$ cat src/rtl/alu_exec_pkg.sv
// Shared constants for the ALU execution unit: data width, ALU control codes, FSM states.
// ALU_EXEC_SLT_EN (when defined) enables the signed set-less-than code in alu_exec_comb.
package alu_exec_pkg;

    localparam int DATA_W  = 32;
    localparam int SHAMT_W = 5;

    localparam logic [2:0] CTRL_AND = 3'b000;
    localparam logic [2:0] CTRL_OR  = 3'b001;
    localparam logic [2:0] CTRL_ADD = 3'b010;
    localparam logic [2:0] CTRL_SLL = 3'b011;
    localparam logic [2:0] CTRL_SUB = 3'b110;
    localparam logic [2:0] CTRL_SLT = 3'b111;

    typedef enum logic [1:0] {
        ST_IDLE  = 2'd0,
        ST_SHIFT = 2'd1,
        ST_DONE  = 2'd2
    } state_e;

endpackage

$ cat src/rtl/alu_exec_comb.sv
// Single-cycle ALU datapath: add/sub/and/or (and slt under ALU_EXEC_SLT_EN) plus illegal-code decode.
module alu_exec_comb
    import alu_exec_pkg::*;
(
    input  logic [2:0]        alu_ctrl_i,
    input  logic [DATA_W-1:0] op_a_i,
    input  logic [DATA_W-1:0] op_b_i,
    output logic [DATA_W-1:0] result_o,
    output logic              illegal_o
);

`ifdef ALU_EXEC_SLT_EN
    logic signed [DATA_W-1:0] a_s;
    logic signed [DATA_W-1:0] b_s;
    assign a_s = op_a_i;
    assign b_s = op_b_i;
`endif

    always_comb begin
        result_o  = '0;
        illegal_o = 1'b0;
        case (alu_ctrl_i)
            CTRL_ADD: result_o = op_a_i + op_b_i;
            CTRL_SUB: result_o = op_a_i - op_b_i;
            CTRL_AND: result_o = op_a_i & op_b_i;
            CTRL_OR:  result_o = op_a_i | op_b_i;
            // Legal here; the actual shift amount is applied by the parent.
            CTRL_SLL: result_o = op_b_i;
`ifdef ALU_EXEC_SLT_EN
            CTRL_SLT: result_o = {{(DATA_W-1){1'b0}}, (a_s < b_s)};
`endif
            default:  illegal_o = 1'b1;
        endcase
    end

endmodule

$ cat src/rtl/alu_exec_unit.sv
// ALU execution unit: IDLE/SHIFT/DONE handshake FSM, iterative left shifter and output registers.
// Build option ALU_EXEC_SLT_EN (see alu_exec_comb) turns code 111 into signed set-less-than.
module alu_exec_unit
    import alu_exec_pkg::*;
(
    input  logic               clk,
    input  logic               rst_n,
    input  logic               in_valid,
    output logic               in_ready,
    input  logic [2:0]         alu_ctrl,
    input  logic [DATA_W-1:0]  op_a,
    input  logic [DATA_W-1:0]  op_b,
    input  logic [SHAMT_W-1:0] shamt,
    input  logic               flush,
    output logic               out_valid,
    input  logic               out_ready,
    output logic [DATA_W-1:0]  result,
    output logic               zero,
    output logic               illegal
);

    state_e              state_q, state_d;
    logic [SHAMT_W-1:0]  cnt_q, cnt_d;
    logic [DATA_W-1:0]   sh_q, sh_d;
    logic [DATA_W-1:0]   res_q, res_d;
    logic                zero_q, zero_d;
    logic                ill_q, ill_d;
    logic [DATA_W-1:0]   comb_res;
    logic                comb_ill;
    logic [DATA_W-1:0]   single_res;
    logic [DATA_W-1:0]   sh_next;
    logic                accept;
    logic                long_sll;

    alu_exec_comb u_comb (
        .alu_ctrl_i (alu_ctrl),
        .op_a_i     (op_a),
        .op_b_i     (op_b),
        .result_o   (comb_res),
        .illegal_o  (comb_ill)
    );

    assign in_ready   = (state_q == ST_IDLE) || ((state_q == ST_DONE) && out_ready);
    assign accept     = in_valid && in_ready && !flush;
    assign long_sll   = (alu_ctrl == CTRL_SLL) && (shamt > SHAMT_W'(1));
    assign single_res = (alu_ctrl == CTRL_SLL) ? (op_b << shamt) : comb_res;
    assign sh_next    = sh_q << 1;

    // The first shift happens on the accept edge, so a shift by k shows out_valid k cycles after accept.
    always_comb begin
        state_d = state_q;
        cnt_d   = cnt_q;
        sh_d    = sh_q;
        res_d   = res_q;
        zero_d  = zero_q;
        ill_d   = ill_q;
        if (flush) begin
            state_d = ST_IDLE;
            cnt_d   = '0;
        end else if (state_q == ST_SHIFT) begin
            sh_d  = sh_next;
            cnt_d = cnt_q - 1'b1;
            if (cnt_q == SHAMT_W'(1)) begin
                state_d = ST_DONE;
                res_d   = sh_next;
                zero_d  = (sh_next == '0);
                ill_d   = 1'b0;
            end
        end else if (accept) begin
            if (long_sll) begin
                state_d = ST_SHIFT;
                sh_d    = op_b << 1;
                cnt_d   = shamt - 1'b1;
            end else begin
                state_d = ST_DONE;
                res_d   = single_res;
                zero_d  = (single_res == '0);
                ill_d   = comb_ill;
            end
        end else if ((state_q == ST_DONE) && out_ready) begin
            state_d = ST_IDLE;
        end
    end

    always_ff @(posedge clk or negedge rst_n) begin
        if (!rst_n) begin
            state_q <= ST_IDLE;
            cnt_q   <= '0;
            res_q   <= '0;
            zero_q  <= 1'b0;
            ill_q   <= 1'b0;
        end else begin
            state_q <= state_d;
            cnt_q   <= cnt_d;
            res_q   <= res_d;
            zero_q  <= zero_d;
            ill_q   <= ill_d;
        end
    end

    always_ff @(posedge clk) begin
        sh_q <= sh_d;
    end

    assign out_valid = (state_q == ST_DONE);
    assign result    = res_q;
    assign zero      = zero_q;
    assign illegal   = ill_q;

endmodule
$ cat config.mk
export PLATFORM = sky130hd
export DESIGN_NAME = alu_exec_unit
export DESIGN_NICKNAME = d
export VERILOG_FILES = /design/src/rtl/alu_exec_pkg.sv /design/src/rtl/alu_exec_comb.sv /design/src/rtl/alu_exec_unit.sv
export SDC_FILE = /design/constraint.sdc
export NUM_CORES = 1
export LEC_CHECK = 0
export ABC_AREA = 1
export CORE_ASPECT_RATIO = 1.5
export CORE_MARGIN = 2
export CORE_UTILIZATION = 50
export DETAILED_ROUTE_END_ITERATION = 10
export PLACE_DENSITY = 0.71
export SLEW_MARGIN = 5
export SYNTH_ARGS = -nofsm -noshare
export SYNTH_HDL_FRONTEND = slang
export SYNTH_SLANG_ARGS = --single-unit
$ cat constraint.sdc
create_clock -name clk -period 2.65 [get_ports clk]
set_clock_uncertainty 0.2 [all_clocks]
set_input_delay 0.6625 -clock clk [delete_from_list [all_inputs] [get_ports clk]]
set_output_delay 0.6625 -clock clk [all_outputs]
set_load 0.01 [all_outputs]
==> results of run 1 <==
[Yosys cell counts (all sizes together)]
library cell,n,area share [%]
a21oi,52,2.9
o21ai,105,5.9
a31oi,19,1.3
nor3,16,1.2
o21a,11,0.91
clkinv,3,0.12
a41oi,1,0.097
o211ai,11,0.91
a32oi,1,0.097
edfxtp,30,10
o41ai,1,0.097
o31ai,5,0.57
dfrtp,41,11
a21o,1,0.083
o22ai,7,0.48
nand2,470,20
nor4,11,0.93
buf,32,1.9
mux2,1,0.12
nand3,219,12
clkbuf,35,1.5
nand4,15,1.1
a21boi,13,1.1
or2,7,0.48
nor2,180,7.6
or4,2,0.17
xnor2,2,0.19
inv,184,7.6
a311o,1,0.11
maj3,3,0.33
ha,38,5.3
xor2,31,3.0
nand3b,6,0.50
o21bai,3,0.25
fa,1,0.22
[metal layers]
layer	global-route usage [%]	GRT overflow
met3	41.0	0
met4	69.1	4
met1	65.5	0
met5	17.9	0
met2	88.8	2
[kinds of logic after synthesis]
group / share of synthesized area, %
AND/OR/NAND/NOR: 43.7
flip-flops: 21.3
XOR/XNOR: 3.20
AO/OA/AOI/OAI: 14.7
adder cells (fa/ha/maj): 5.81
multiplexers: 0.125
buffers and inverters: 11.1
[repair_timing]
action / CTS
setup endpoints to repair: 71
hold endpoints to repair: 0
pin swaps: 79
gates resized for setup: 227
setup buffers: 29
[stage by stage]
step	setup WS (ps)	hold slack [ps]	instance area (µm²)	utilization (%)	cells
CTS	-1480	280	14400	80.7	2213
detailed placement	-2490	265	13200	74.0	2171
global placement	-2360	259	13200	74.0	2171
floorplan	-1160	167	9440	-	1558
==> qor.csv, run 1 <==
metric;value;unit
hold buffer count at CTS;0;
Syn Area/Cell;5.80;µm²
Die Ht;169;µm
Fail Step;global routing;
IO buf count;112;
syn nets;1674;
post-synth cell types;50;
Ports;113;
post-synthesis sequential area ratio;21.3;%
grt ovf;6;
synthesis warning total;0;
worst endpoint after global-route timing repair;zero$_DFFE_PN0P_/D;
Starting Density;50.6;%
htree depth;3;
final RePlAce weighted congestion;1.04;
Die Wd;114;µm
status;aborted with a tool error;
largest net degree at the start of global routing;74;
Netlist Area Pre-Place;0.00904;mm²
Cells after Synth;1558;
Max Root-Sink Buffers;2;
Log Error;[ERROR GRT-0232] Routing congestion too high. Check the congestion heatmap in the GUI.;
worst_ep kind;sequential cell input;
Root Driver;clkbuf_16;
Synth Register Bits;71;
post-DP HPWL;33300;µm
cts bufs inserted;9;
Sink Count;71;
FP Rows;60;
total track usage;66.3;%
==> run 2: changes to the inputs <==
Settings changed: CORE_ASPECT_RATIO 1.5 to not set, CORE_UTILIZATION 50 to 35, PLACE_DENSITY 0.71 to not set, PLACE_DENSITY_LB_ADDON set to 0.15.
==> qor.csv, run 2 <==
metric;value;unit
Sink Count;71;
multiplexer share of the synthesized area;0.125;%
Psw;0.00258;W
share of cells above drive strength 1;38.4;%
DRT Pass-1 Iters;7;
grt ovf;0;
worst slack, placed;-2660;ps
Starting Density;35.8;%
post-synthesis sequential area ratio;21.3;%
max reg flops;32;
Flop pwr share;23.5;%
Root Driver;clkbuf_16;
Combinational Power Share;59.9;%
final RePlAce weighted congestion;0.988;
Tot Pwr;0.00643;W
crit start category;primary input;
largest net degree at the start of global routing;74;
Worst-Skew Late Latency;330;ps
CTS tree;done;
Post-synth EDFFs;30;
post-synth cell types;50;
syn nets;1674;
post-DP HPWL;35700;µm
crit-path max FO;4;
critical path type;in -> reg;
Layout area overhead;73.3;%
RSZ-0062 raised after global routing;yes;
largest family of logic cells by synthesized area;simple AND/OR/NAND/NOR gates;
Final Util;62.0;%
endpoints failing setup;32;
Crit path required time;2670;ps
first-pass GRT wire length;65800;µm
final worst-path setup slack;-1550;ps
Critical-path top delay cell;clkdlybuf4s50_1;
number of global-route vias before repair;11700;
DR iter-0 viols;1199;
minimum clock period;4200;ps
cell repeated most along the worst path;buf_6;
Core ar.;0.0253;mm²
crit path buf inv count;8;
cell taking the most area after synthesis;nand2_1;
Cells after Synth;1558;
Via density;5.21;
Worst Hold Class;in -> async;
Synth top cells by count;nand2_1 (470), nand3_1 (218), nor2_1 (176);
FP Rows;58;
Adder-Cell Fraction of Synth Area;5.81;%
hold buffer count at CTS;0;
worst path arrival time;4220;ps
Clk network pwr share;16.6;%
initial antenna violation count;0;
Ports;113;
Via Count;12500;
R2R setup slack;180;ps
commonest non-fill, non-tap cell in the layout;buf_4;
MaxCap Viol Count;0;
final wirelength;43900;µm
Syn Area/Cell;5.80;µm²
Sw Share;40.0;%
Die Wd;165;µm
Worst Reg2Reg Path Length in Cells;15;
IO buf count;112;
Die Ht;165;µm
Final Hold Fails;0;
ys flop type;dfrtp_1;
Final nets;2173;
Pint;0.00386;W
FFs w/ async S/R, synth;57.7;%
Peak VDD IR;522;µV
cell family with most CP delay;simple AND/OR/NAND/NOR gates;
post-route ant nets;0;
Final period util;159;%
relative slew slack;36.9;%
CP Capture Type;flip-flop;
DRC errors left;0;
PwrDens;411;mW/mm²
largest stage delay on the critical path;450;ps
Simple-Gate Fraction of Synth Area;43.7;%
drt wl/cell;18.3;µm
xor/xnor share of the synthesized area;3.20;%
P_leak;7.61;nW
die area;0.0271;mm²
top-count cell post-synth;nand2_1;
Synth Register Bits;71;
Netlist Area Pre-Place;0.00904;mm²
diode count;0;
cts bufs inserted;9;
RR Endpoint;zero;
CTS clk-pin slew, worst paths;60;ps
Max Root-Sink Buffers;2;
commonest cells after routing, fill and taps aside;buf_4 (397), nand2_1 (386), nand3_1 (195), inv_1 (139), nor2_1 (116);
Compound-Gate Fraction of Synth Area;14.7;%
status;complete, but fails checks;
synthesis warning total;0;
Crit. Startpoint;op_b[12];
failing checks;negative setup slack;
Least-Margin Pin Slew;946;ps
top-area cell type share of the netlist area;19.5;%
total track usage;32.0;%
htree depth;3;
synth top area cells;nand2_1 (20%), nand3_1 (12%), dfrtp_1 (11%);
Slew Viols, Final;0;
Peak Freq;0.238;GHz
FF-to-FF Start;state_q[1];
run 2: cell counts after synthesis:
Identical to the previous run, type by type.
run 2: worst register-to-register path: stages, from the launching register on:
cell and delay [ps]:
dfrtp_1 340, inv_1 60, nand2_1 270, o21ai_2 110, nor2_2 200, nand2_1 100
nor2_1 120, nand3_1 80, nor2_1 90, nand2_1 50, nor2_1 100, buf_4 150
nand3_1 130, nor2_1 140, nand4_1 120, a21oi_1 140
run 2: cell type report:
type,count,area (µm²)
Fill cell,2381,9590
Multi-Input combinational cell,1233,7590
Timing Repair Buffer,555,4730
Sequential cell,71,1930
Inverter,187,738
Tap cell,330,413
Clock buffer,11,233
Clock inverter,5,25.0
run 2: power by group through the flow:
stage	Clock (W)	Combinational [W]	Sequential, W
2_1_floorplan	0	0.00145	0.00159
3_3_place_gp	0	0.00321	0.00152
3_5_place_dp	0	0.00323	0.00153
4_1_cts	0.00107	0.00354	0.00151
5_1_grt	0.00112	0.00417	0.00153
6_report	0.00107	0.00386	0.00151
run 2: logic make-up after synthesis:
logic type                 after synthesis
and+or+nand+nor                        926
DFF                                     71
xor gates and xnor gates                33
muxes                                    1
AOI/OAI and AO/OA                      231
adders and majority gates               42
buffers and inverters                  254
run 2: metrics by stage:
step | cell area, µm² | hold slack, ps | cells | setup TNS (ps)
after floorplan | 9440 | 167 | 1558 | -19530
after global placement | 13600 | 261 | 2316 | -82590
after detailed placement | 13600 | 265 | 2316 | -85800
after CTS | 14800 | 280 | 2368 | -33740
after global routing | 15700 | 292 | 2392 | -38010
final | 15700 | 272 | 2392 | -32660
run 2: worst max path at each step:
stage                       endpoint  slack, ps  cells past startpoint
after CTS                       zero      -1590                     29
after global routing            zero      -1770                     29
after floorplan                 zero      -1160                     27
after detailed placement  result[25]      -2660                     26
final                     result[21]      -1550                     25
after global placement    result[25]      -2570                     26
run 2: what timing repair did:
item / CTS / global route
cloned: 1 / 1
pin swaps: 100 / 114
setup endpoints to repair: 71 / 66
resized for setup: 228 / 173
setup buffers: 38 / 26
run 2: metal layers:
metal	routed length (µm)	global-route usage, %	vias up
met4	1340	8.97	0
met1	19300	44.8	5793
met2	20300	53.0	490
met3	3010	2.56	69
met5	0	0	-
li1	-	-	6120
Note: power is estimated with default switching activity, not from simulation.
==> run 3: changes to the inputs <==
Settings changed: TNS_END_PERCENT set to 30.
==> qor.csv, run 3 (synthesis results as in run 2) <==
metric;value;unit
status;complete, but fails checks;
failing checks;negative setup slack;
Peak Freq;0.234;GHz
largest net degree at the start of global routing;74;
Worst Reg2Reg Path Length in Cells;13;
filler cell count;2452;
P_leak;7.36;nW
minimum clock period;4280;ps
post-DP HPWL;38000;µm
grt ovf;0;
relative slew slack;53.5;%
Die Wd;165;µm
Tot Pwr;0.00654;W
max reg flops;32;
Crit path required time;2700;ps
cts bufs inserted;9;
CTS tree;done;
DR iter-0 viols;1069;
hold buffer count at CTS;0;
MaxCap Viol Count;0;
Slew Viols, Final;0;
Sink Count;71;
commonest non-fill, non-tap cell in the layout;nand2_1;
DRT Pass-1 Iters;5;
FP Rows;58;
number of global-route vias before repair;11600;
worst hold margin;187;ps
Starting Density;35.8;%
Root Driver;clkbuf_16;
Final Hold Fails;0;
Via Count;12400;
first-pass GRT wire length;67200;µm
initial antenna violation count;4;
Layout area overhead;68.3;%
post-route cell area;0.0152;mm²
Max Root-Sink Buffers;2;
critical path type;in -> reg;
crit start category;primary input;
Die Ht;165;µm
Via density;5.29;
Post-Place Cell Area;0.0132;mm²
worst path arrival time;4330;ps
CTS clk-pin slew, worst paths;50;ps
commonest cells after routing, fill and taps aside;nand2_1 (405), buf_4 (355), nand3_1 (199), inv_1 (146), nor2_1 (121);
IO buf count;112;
Final nets;2124;
die area;0.0271;mm²
Least-Margin Pin Slew;693;ps
share of cells above drive strength 1;34.9;%
post-placement cell count;2279;
Ports;113;
Worst Hold Class;in -> async;
final RePlAce weighted congestion;1.02;
DRC errors left;0;
PwrDens;430;mW/mm²
htree depth;3;
total track usage;33.2;%
Worst-Skew Late Latency;330;ps
drt wl/cell;19.7;µm
final wirelength;46200;µm
Core ar.;0.0253;mm²
post-route ant nets;0;
CP Capture Type;flip-flop;
crit-path max FO;4;
Layout Cells excl Fill;2344;
RSZ-0062 raised after global routing;yes;
worst slack, placed;-2640;ps
final worst-path setup slack;-1630;ps
endpoints failing setup;31;
Final period util;162;%
Peak VDD IR;604;µV
run 3: layout make-up:
| type | instances | area [µm²] | share of cell area [%] |
|---|---|---|---|
| sequential | 71 | 1930 | 12.7 |
| antenna | 1 | 2.50 | 0.0165 |
| tap | 330 | 413 | 2.71 |
| timing repair buffer | 506 | 4340 | 28.5 |
| inverter | 187 | 728 | 4.79 |
| multi-input combinational | 1233 | 7470 | 49.1 |
| clock buffer | 16 | 334 | 2.20 |
run 3: through the flow:
stage | util [%] | TNS [ps]
detailed placement | 52.1 | -84580
CTS | 57.1 | -41170
global route | 60.2 | -40790
finish | 60.2 | -34660
global placement | 52.1 | -84340
floorplan | - | -25060
run 3: critical path, stage by stage:
cell	delay, ps
clkdlybuf4s50_1	400
buf_4	170
nor4_4	300
nand4_2	190
nor3_4	160
buf_6	150
a21oi_2	70
xor2_1	180
ha_1	390
nand2_2	110
buf_4	160
nor2_4	120
inv_2	70
nor2_2	130
nand3_1	120
nand3_1	90
nand2_1	50
nand3_1	90
nand2_1	80
clkinv_2	80
nand2_1	60
nor2_1	100
nand4_1	200
a21oi_1	180
run 3: repair_timing:
action / 4_1_cts / 5_1_grt
gates resized for setup: 235 / 150
setup buffers: 29 / 26
endpoints found under the setup margin: 71 / 64
gates cloned: 0 / 0
pin swaps: 87 / 106
hold endpoints to repair: 0 / 0
run 3: routing by layer:
| layer | GRT usage [%] | routed length [µm] | up-vias |
|---|---|---|---|
| met3 | 5.83 | 3460 | 97 |
| met2 | 53.3 | 21100 | 518 |
| met5 | 0 | 26 | - |
| li1 | - | - | 6022 |
| met1 | 44.4 | 19900 | 5750 |
| met4 | 13.2 | 1770 | 4 |
run 3: report_power, final:
| group | switching, W | internal (W) |
|---|---|---|
| registers | 0.000118 | 0.00137 |
| logic | 0.00200 | 0.00178 |
| clock network | 0.000429 | 0.000851 |
| total | 0.00254 | 0.00400 |
run 3: worst paths after layout:
| path | from | end | slack [ps] |
|---|---|---|---|
| worst max register to register | state_q[0] | zero | 210 |
| worst max-delay path | op_b[9] | zero | -1630 |
| worst min-delay path | rst_n | result[6] | 190 |
| min in group clk | result[12] | result[12] | 280 |
| max in group asynchronous | rst_n | cnt_q[3] | 1690 |
| worst min register to register | result[12] | result[12] | 280 |
==> run 4: changes to the inputs <==
Settings changed: CTS_CLUSTER_SIZE set to 8, RECOVER_POWER set to 100.
==> qor.csv, run 4 (synthesis results as in run 2) <==
metric;value;unit
P_leak;7.41;nW
Via Count;12400;
MaxCap Viol Count;0;
endpoints failing setup;64;
FP Rows;58;
Worst-Skew Late Latency;330;ps
IO buf count;112;
Sink Count;71;
cts bufs inserted;9;
drt wl/cell;19.7;µm
Crit path required time;2700;ps
multi-input logic area;0.00747;mm²
Starting Density;35.8;%
Layout area overhead;68.1;%
Layout Cells excl Fill;2344;
commonest cells after routing, fill and taps aside;nand2_1 (405), buf_4 (353), nand3_1 (199), inv_1 (147), nor2_1 (121);
Reg area;0.00193;mm²
first-pass GRT wire length;67200;µm
DRC errors left;0;
total track usage;33.2;%
status;complete, but fails checks;
final worst-path setup slack;-1650;ps
Peak VDD IR;595;µV
critical path type;in -> reg;
RSZ-0062 raised after global routing;yes;
Least-Margin Pin Slew;1020;ps
Peak Freq;0.232;GHz
Final nets;2124;
share of cells above drive strength 1;34.9;%
max reg flops;32;
FF-to-FF Start;state_q[0];
number of global-route vias before repair;11600;
Worst Hold Class;reg -> reg;
post-route ant nets;0;
commonest non-fill, non-tap cell in the layout;nand2_1;
CTS clk-pin slew, worst paths;50;ps
Final period util;162;%
Die Ht;165;µm
final wirelength;46200;µm
Via density;5.30;
final RePlAce weighted congestion;1.02;
Hold Crit Start;result[12];
met3 WL;3210;µm
Slew Viols, Final;0;
Root Driver;clkbuf_16;
wl on met1;20100;µm
relative slew slack;32.2;%
crit-path max FO;4;
PwrDens;425;mW/mm²
Core ar.;0.0253;mm²
CTS tree;done;
Final Hold Fails;0;
DRT Pass-1 Iters;5;
initial antenna violation count;4;
Crit. Startpoint;op_b[9];
CP Capture Type;flip-flop;
filler cell count;2456;
post-placement cell count;2279;
Die Wd;165;µm
die area;0.0271;mm²
failing checks;negative setup slack;
worst path arrival time;4350;ps
Max Root-Sink Buffers;2;
Met2 Routed Length;21100;µm
grt ovf;0;
top layer reached by signal wires;met5;
minimum clock period;4300;ps
Ports;113;
largest net degree at the start of global routing;74;
post-DP HPWL;38000;µm
DR iter-0 viols;1074;
Fin Setup TNS;-37740;ps
htree depth;3;
crit start category;primary input;
## run 4: changes by cell type in the layout (fill, tap and decap cells not counted), sizes merged
cell	before	now
clkdlybuf4s50	93	57
dlygate4sd3	0	36
buf	398	395
clkbuf	17	20
## run 4: final timing paths
| check | end | slack (ps) | cells after the start |
|---|---|---|---|
| max | zero | -1650 | 22 |
| min | result[12] | 270 | 2 |
| max reg2reg | zero | 220 | 13 |
| min reg2reg | result[12] | 270 | 2 |
| max in group asynchronous | cnt_q[3] | 1230 | 2 |
| min in group asynchronous | result[6] | 380 | 2 |
## run 4: layout make-up
type | count | area share [%]
sequential | 71 | 12.7
tap | 330 | 2.72
inverter | 187 | 4.79
multi-input combinational | 1233 | 49.2
antenna | 1 | 0.0165
timing repair buffer | 506 | 28.4
clock buffer | 16 | 2.20
## run 4: what timing repair did
| action | 4_1_cts | 5_1_grt |
|---|---|---|
| endpoints found under the hold margin | 0 | 0 |
| hold buffers | 0 | 0 |
| setup endpoints to repair | 71 | 64 |
| pin swaps | 87 | 106 |
| buffers inserted | 29 | 26 |
| gates resized for setup | 235 | 150 |
## run 4: where the power goes
group / switching, W / internal (W)
clock network: 0.000430 / 0.000851
registers: 0.000110 / 0.00137
logic: 0.00200 / 0.00171
total: 0.00254 / 0.00393
## run 4: stage by stage
stage | hold slack (ps) | instance area [µm²] | total power, W | util [%] | setup WS (ps)
5_1_grt | 283 | 15200 | 0.00684 | 60.1 | -1800
2_1_floorplan | 167 | 9200 | 0.00295 | - | -1160
3_3_place_gp | 264 | 13200 | 0.00465 | 52.1 | -2610
6_report | 273 | 15200 | 0.00646 | 60.2 | -1650
3_5_place_dp | 271 | 13200 | 0.00467 | 52.1 | -2640
4_1_cts | 201 | 14400 | 0.00627 | 57.1 | -1940
## run 4: layer usage
metal,global-route usage (%),vias up
met5,0,-
met4,13.2,4
met3,5.83,102
met2,53.3,524
met1,44.4,5775
li1,-,6018
## run 4: worst max-delay path, stage by stage
cell and delay, ps:
clkdlybuf4s50_1 400, buf_4 170, nor4_4 300, nand4_2 200
buf_6 190, o31ai_4 230, xor2_2 230, ha_4 260
buf_4 150, a21oi_4 170, nand2_1 120, nand2_1 90
nand2_2 100, inv_2 80, nand3_4 80, nor2_1 180
o21ai_4 100, nor2_1 110, nand2_1 60, nor2_1 100
nand4_1 190, a21oi_1 180
==> variant 1 (config.mk and constraints of run 4) <==
Encoding of `state_e`: now one-hot (3 bits for 3 states).
--- a/src/rtl/alu_exec_pkg.sv
+++ b/src/rtl/alu_exec_pkg.sv
@@ -13,8 +13,8 @@
     localparam logic [2:0] CTRL_SLT = 3'b111;
 
-    typedef enum logic [1:0] {
-        ST_IDLE  = 2'd0,
-        ST_SHIFT = 2'd1,
-        ST_DONE  = 2'd2
+    typedef enum logic [2:0] {
+        ST_IDLE  = 3'b001,
+        ST_SHIFT = 3'b010,
+        ST_DONE  = 3'b100
     } state_e;
 
Function: no difference found for any inputs over 4 cycles, from zero or initial values and one cycle with rst_n low; so few cycles prove little.
==> variant 1 against run 4 <==
  * The run still ends with setup timing left
  * Power rose by 2.8%
  * Worst setup slack better by 0.26 ns
  * Clock power is 3% lower
  * Design area increased by 1.1%
  * Combinational power up 3%
  * Global-route usage decreased by 3.4 points
  * Die area up 3.8%
  * Area after synthesis increased by 3.8%
  * Sequential cell count grew 1
  * Count of clock-buffer cells in the layout down 6
  * Wire length fell by 6.8%
  * Critical path type unchanged
  * Critical endpoint unchanged
==> variant 1: results (changes against run 4) <==
status=complete, but fails checks (unchanged); failing checks=setup timing (unchanged); Clock Latency Late Sink=0.33 ns (about the same); Synth top cells by count=516 x nand2_1, 220 x nand3_1, 219 x inv_1 (was 470 x nand2_1, 218 x nand3_1, 176 x nor2_1); Post-DP HPWL=35.61 mm (was 37.99 mm); Seq pwr share=24.1% (was 22.9%); Int Pwr=4.021 mW (was 3.927 mW); FILL cells=2,611 (was 2,456); layout cells sized above 1=33.44% (was 34.87%); Data arrival, critical path=4.10 ns (was 4.35 ns); Placed Area=0.01363 sq mm (was 0.01316 sq mm); Power Clock=1.24 mW (was 1.28 mW); yosys warns=0 (unchanged); Cell variety after synth=48 (was 50); logic gate share of total power=57.2% (was 57.3%); sequential area share after synthesis=20.81% (was 21.32%); Routed WL per cell=17.67 um (was 19.72 um); Tot GR Track Use=29.84% (was 33.24%); drt first pass iters=6 (was 5); largest fanout on the critical path=4 (unchanged); Mapped Nets=1,759 (was 1,674); Placer Congestion=0.9988 (was 1.017); setup ws final=-1.389 ns (was -1.652 ns); peak supply drop=0.0003073 V (was 0.0005948 V); initial antenna violation count=1 (was 4); Post-synth ARST share=58.33% (was 57.75%); first-pass GRT wire length=64.66 mm (was 67.16 mm); leakage=7.739 nW (was 7.409 nW); setup TNS=-31.34 ns (was -37.74 ns); Starting DRT DRC Count=863 (was 1,074); Clock Tree Buf Depth=2 (unchanged); endpoints failing setup=44 (was 64); Worst-Margin Slew=1.089 ns (was 1.018 ns); nets@finish=2,213 (was 2,124); via count=12,489 (was 12,423); largest net degree at the start of global routing=43 (was 74); largest cells by area after synthesis=nand2_1 21%, nand3_1 12%, dfrtp_1 11% (was nand2_1 20%, nand3_1 12%, dfrtp_1 11%)
-- variant 1: changes by cell type after synthesis, moves of 6 or more --
cell,before,now
buf_2,25,31
clkbuf_1,35,27
nand2_1,470,516
o21ai_0,92,74
inv_1,173,219
o211ai_1,11,18
o21ai_1,12,25
-- variant 1: per-layer routing --
metal,global-route usage (%),vias to the layer above,routed length [um],share of wire [%]
met1,41.61,5758,19780,46
met3,3.640,62,2692,6.3
met4,9.376,0,1195,2.8
met2,48.08,443,19400,45
met5,0,-,0,0
li1,-,6226,-,-
-- variant 1: critical path: stages --
cell	delay [ns]
buf_2	0.12
inv_2	0.08
buf_6	0.11
nand3_4	0.07
nor3_4	0.24
nand4_1	0.22
nor4_4	0.32
buf_4	0.19
a31oi_4	0.10
xor2_1	0.19
ha_1	0.38
nand2_2	0.12
nor2_2	0.12
inv_2	0.07
nor3_4	0.20
nand3_2	0.18
nand2_4	0.13
nand2_2	0.05
nand2_2	0.07
o21ai_4	0.08
nor3_2	0.19
nand2_1	0.09
a21oi_2	0.11
-- variant 1: area by class of cell --
type / count / area [sq um] / share of cell area [%]
multi-input cells: 1277 / 7481 / 48.71
well taps: 335 / 419.2 / 2.729
clock buffers: 10 / 239.0 / 1.556
diodes: 1 / 2.502 / 0.01629
flip-flops and latches: 72 / 1953 / 12.72
inverters: 226 / 877.1 / 5.711
repair buffers: 511 / 4322 / 28.14
clock inverters: 6 / 65.06 / 0.4236
-- variant 1: metrics by stage --
stage	setup slack (ns)	util (%)	cells
detailed placement	-2.450	52.01	2390
finish	-1.389	58.61	2438
global route	-1.623	58.60	2437
CTS	-1.413	55.56	2421
global placement	-2.464	52.01	2390
floorplan	-1.167	-	1643
-- variant 1: timing repair --
action | in CTS | in global routing
pin swaps | 70 | 124
buffers inserted | 17 | 20
resized for setup | 185 | 198
hold buffers | 0 | 0
endpoints found under the setup margin | 41 | 33
hold endpoints to repair | 0 | 0
-- variant 1: path summary, 6_finish.rpt --
path                            startpoint    endpoint  slack, ns  cells after the start
worst max-delay path               op_b[2]        zero      -1.39                     23
worst min-delay path             result[3]   result[3]       0.26                      2
worst max register to register  state_q[0]        zero      -0.28                     12
worst min register to register   result[3]   result[3]       0.26                      2
max in group asynchronous            rst_n  result[21]       1.17                      2
min in group asynchronous            rst_n    cnt_q[4]       0.41                      2
-- variant 1: logic make-up (layout without fill, tap and decap cells) --
logic type      after synthesis  in the layout  share of synthesized area (%)
buf+inv                     294            753                          12.57
other cells                   0              1                              0
compound gates              226            226                          14.00
xor+xnor                     33             33                          3.079
simple gates                977            977                          44.05
flops                        72             72                          20.81
fa+ha+maj                    41             41                          5.492
==> variant 2 (settings of run 4) <==
Made on the original files. Add a define of `ALU_EXEC_SLT_EN`.
--- a/src/rtl/alu_exec_comb.sv
+++ b/src/rtl/alu_exec_comb.sv
@@ -1,3 +1,5 @@
 // Single-cycle ALU datapath: add/sub/and/or (and slt under ALU_EXEC_SLT_EN) plus illegal-code decode.
+`define ALU_EXEC_SLT_EN
+
 module alu_exec_comb
     import alu_exec_pkg::*;
Formal check against the unedited RTL: not equivalent (a bounded check fails within 4 cycles, from zero or initial values and one cycle with rst_n low).
==> variant 2 against run 4 <==
  * Global-route usage rose by 1.8 points
  * Wire length is 34% higher
  * Highest routed layer is now met4
  * Power grew 12%
  * Count of clock-buffer cells in the layout down 5
  * Worst setup slack gained 1.3 ns
  * Sequential cell count unchanged
  * Design area increased by 39%
  * The run still ends with setup timing left
  * Area after synthesis up 29%
  * Utilization rose by 4.6 points
  * Synthesized cell count up 32%
==> variant 2: results (changes against run 4) <==
status=complete, but fails checks (unchanged); failing checks=setup timing (unchanged); Routed WL per cell=19.62 um (was 19.72 um); FILL cells=3,015 (was 2,456); first-pass GRT wire length=91.14 mm (was 67.16 mm); RR Endpoint=result[27] (was zero); Crit-path slowest cell=fa_2 (was clkdlybuf4s50_1); Post-Syn Area per Cell=5.655 sq um (was 5.801 sq um); largest cells by area after synthesis=nand2_1 22%, ha_1 12%, nand3_1 11% (was nand2_1 20%, nand3_1 12%, dfrtp_1 11%); tap cells=442 (was 330); endpoints failing setup=19 (was 64); setup ws final=-0.3910 ns (was -1.652 ns); CP max stage delay=0.44 ns (was 0.40 ns); drt first pass iters=7 (was 5); Seq area share=9.123% (was 12.68%); Post-DP HPWL=49.86 mm (was 37.99 mm); leakage=10.63 nW (was 7.409 nW); peak supply drop=0.0003495 V (was 0.0005948 V); adder-cell share of the synthesized area=12.72% (was 5.814%); post-route cell area=0.02112 sq mm (was 0.01519 sq mm); Synth top cells by count=673 x nand2_1, 337 x inv_1, 264 x nand3_1 (was 470 x nand2_1, 218 x nand3_1, 176 x nor2_1); Crit. Startpoint=op_b[1] (was op_b[9]); Post-Route WL=62.05 mm (was 46.22 mm); Starting DRT DRC Count=1,318 (was 1,074); Buffers, non-clock=729 (was 506); R2R Setup Slk=0.04 ns (was 0.22 ns); Mapped Nets=2,250 (was 1,674); compound-gate portion of the synthesized area=12.17% (was 14.74%); sequential area share after synthesis=16.57% (was 21.32%); hold slack=0.2883 ns (was 0.2729 ns); worst r2r src=state_q[1] (was state_q[0]); Placed Area=0.01689 sq mm (was 0.01316 sq mm); Placed Cells=3,030 (was 2,279); fraction of area in multi-input gates=51.18% (was 49.16%); FF+latch count=71 (unchanged); Cell variety after synth=45 (was 50); final-layout clock buffer total=11 (was 16); nets@finish=2,909 (was 2,124); layout cells sized above 1=47.68% (was 34.87%); Tot GR Track Use=35.01% (was 33.24%); Placer Congestion=0.9944 (was 1.017); Data arrival, critical path=3.11 ns (was 4.35 ns); Multi-In Gates=1,558 (was 1,233); largest net degree at the start of global routing=56 (was 74); Clock-cell share=1.357% (was 2.199%); Non-CTS inverters=346 (was 187)
[variant 2: cell count changes after synthesis, moves of 13 or more]
cell	delta
a31oi_1	-16
nand3_1	+46
nand4_1	+29
o22ai_1	+27
xor2_1	-29
nand2_1	+203
inv_1	+164
buf_2	+14
o21ai_0	-15
a21boi_0	-13
clkbuf_1	-13
ha_1	+77
o221ai_1	+17
[variant 2: metal layers]
metal  GRT usage, %  up-vias  part of all wire, %
met1          45.96     7725                   43
li1               -     7951                    -
met5              0        -                    0
met2          58.20      590                   47
met4          16.06        0                  5.1
met3          3.252      124                  5.6
[variant 2: report_power, final]
| group | switching [mW] | internal (mW) | total, mW |
|---|---|---|---|
| registers | 0.0970 | 1.34 | 1.43 |
| logic | 2.50 | 2.14 | 4.63 |
| clock network | 0.473 | 0.689 | 1.16 |
[variant 2: what timing repair did]
item                       in CTS  in global routing
setup buffers                  82                 42
setup endpoints to repair      71                 34
gates resized for setup       829                333
pin swaps                     191                193
cloned                          3                  0
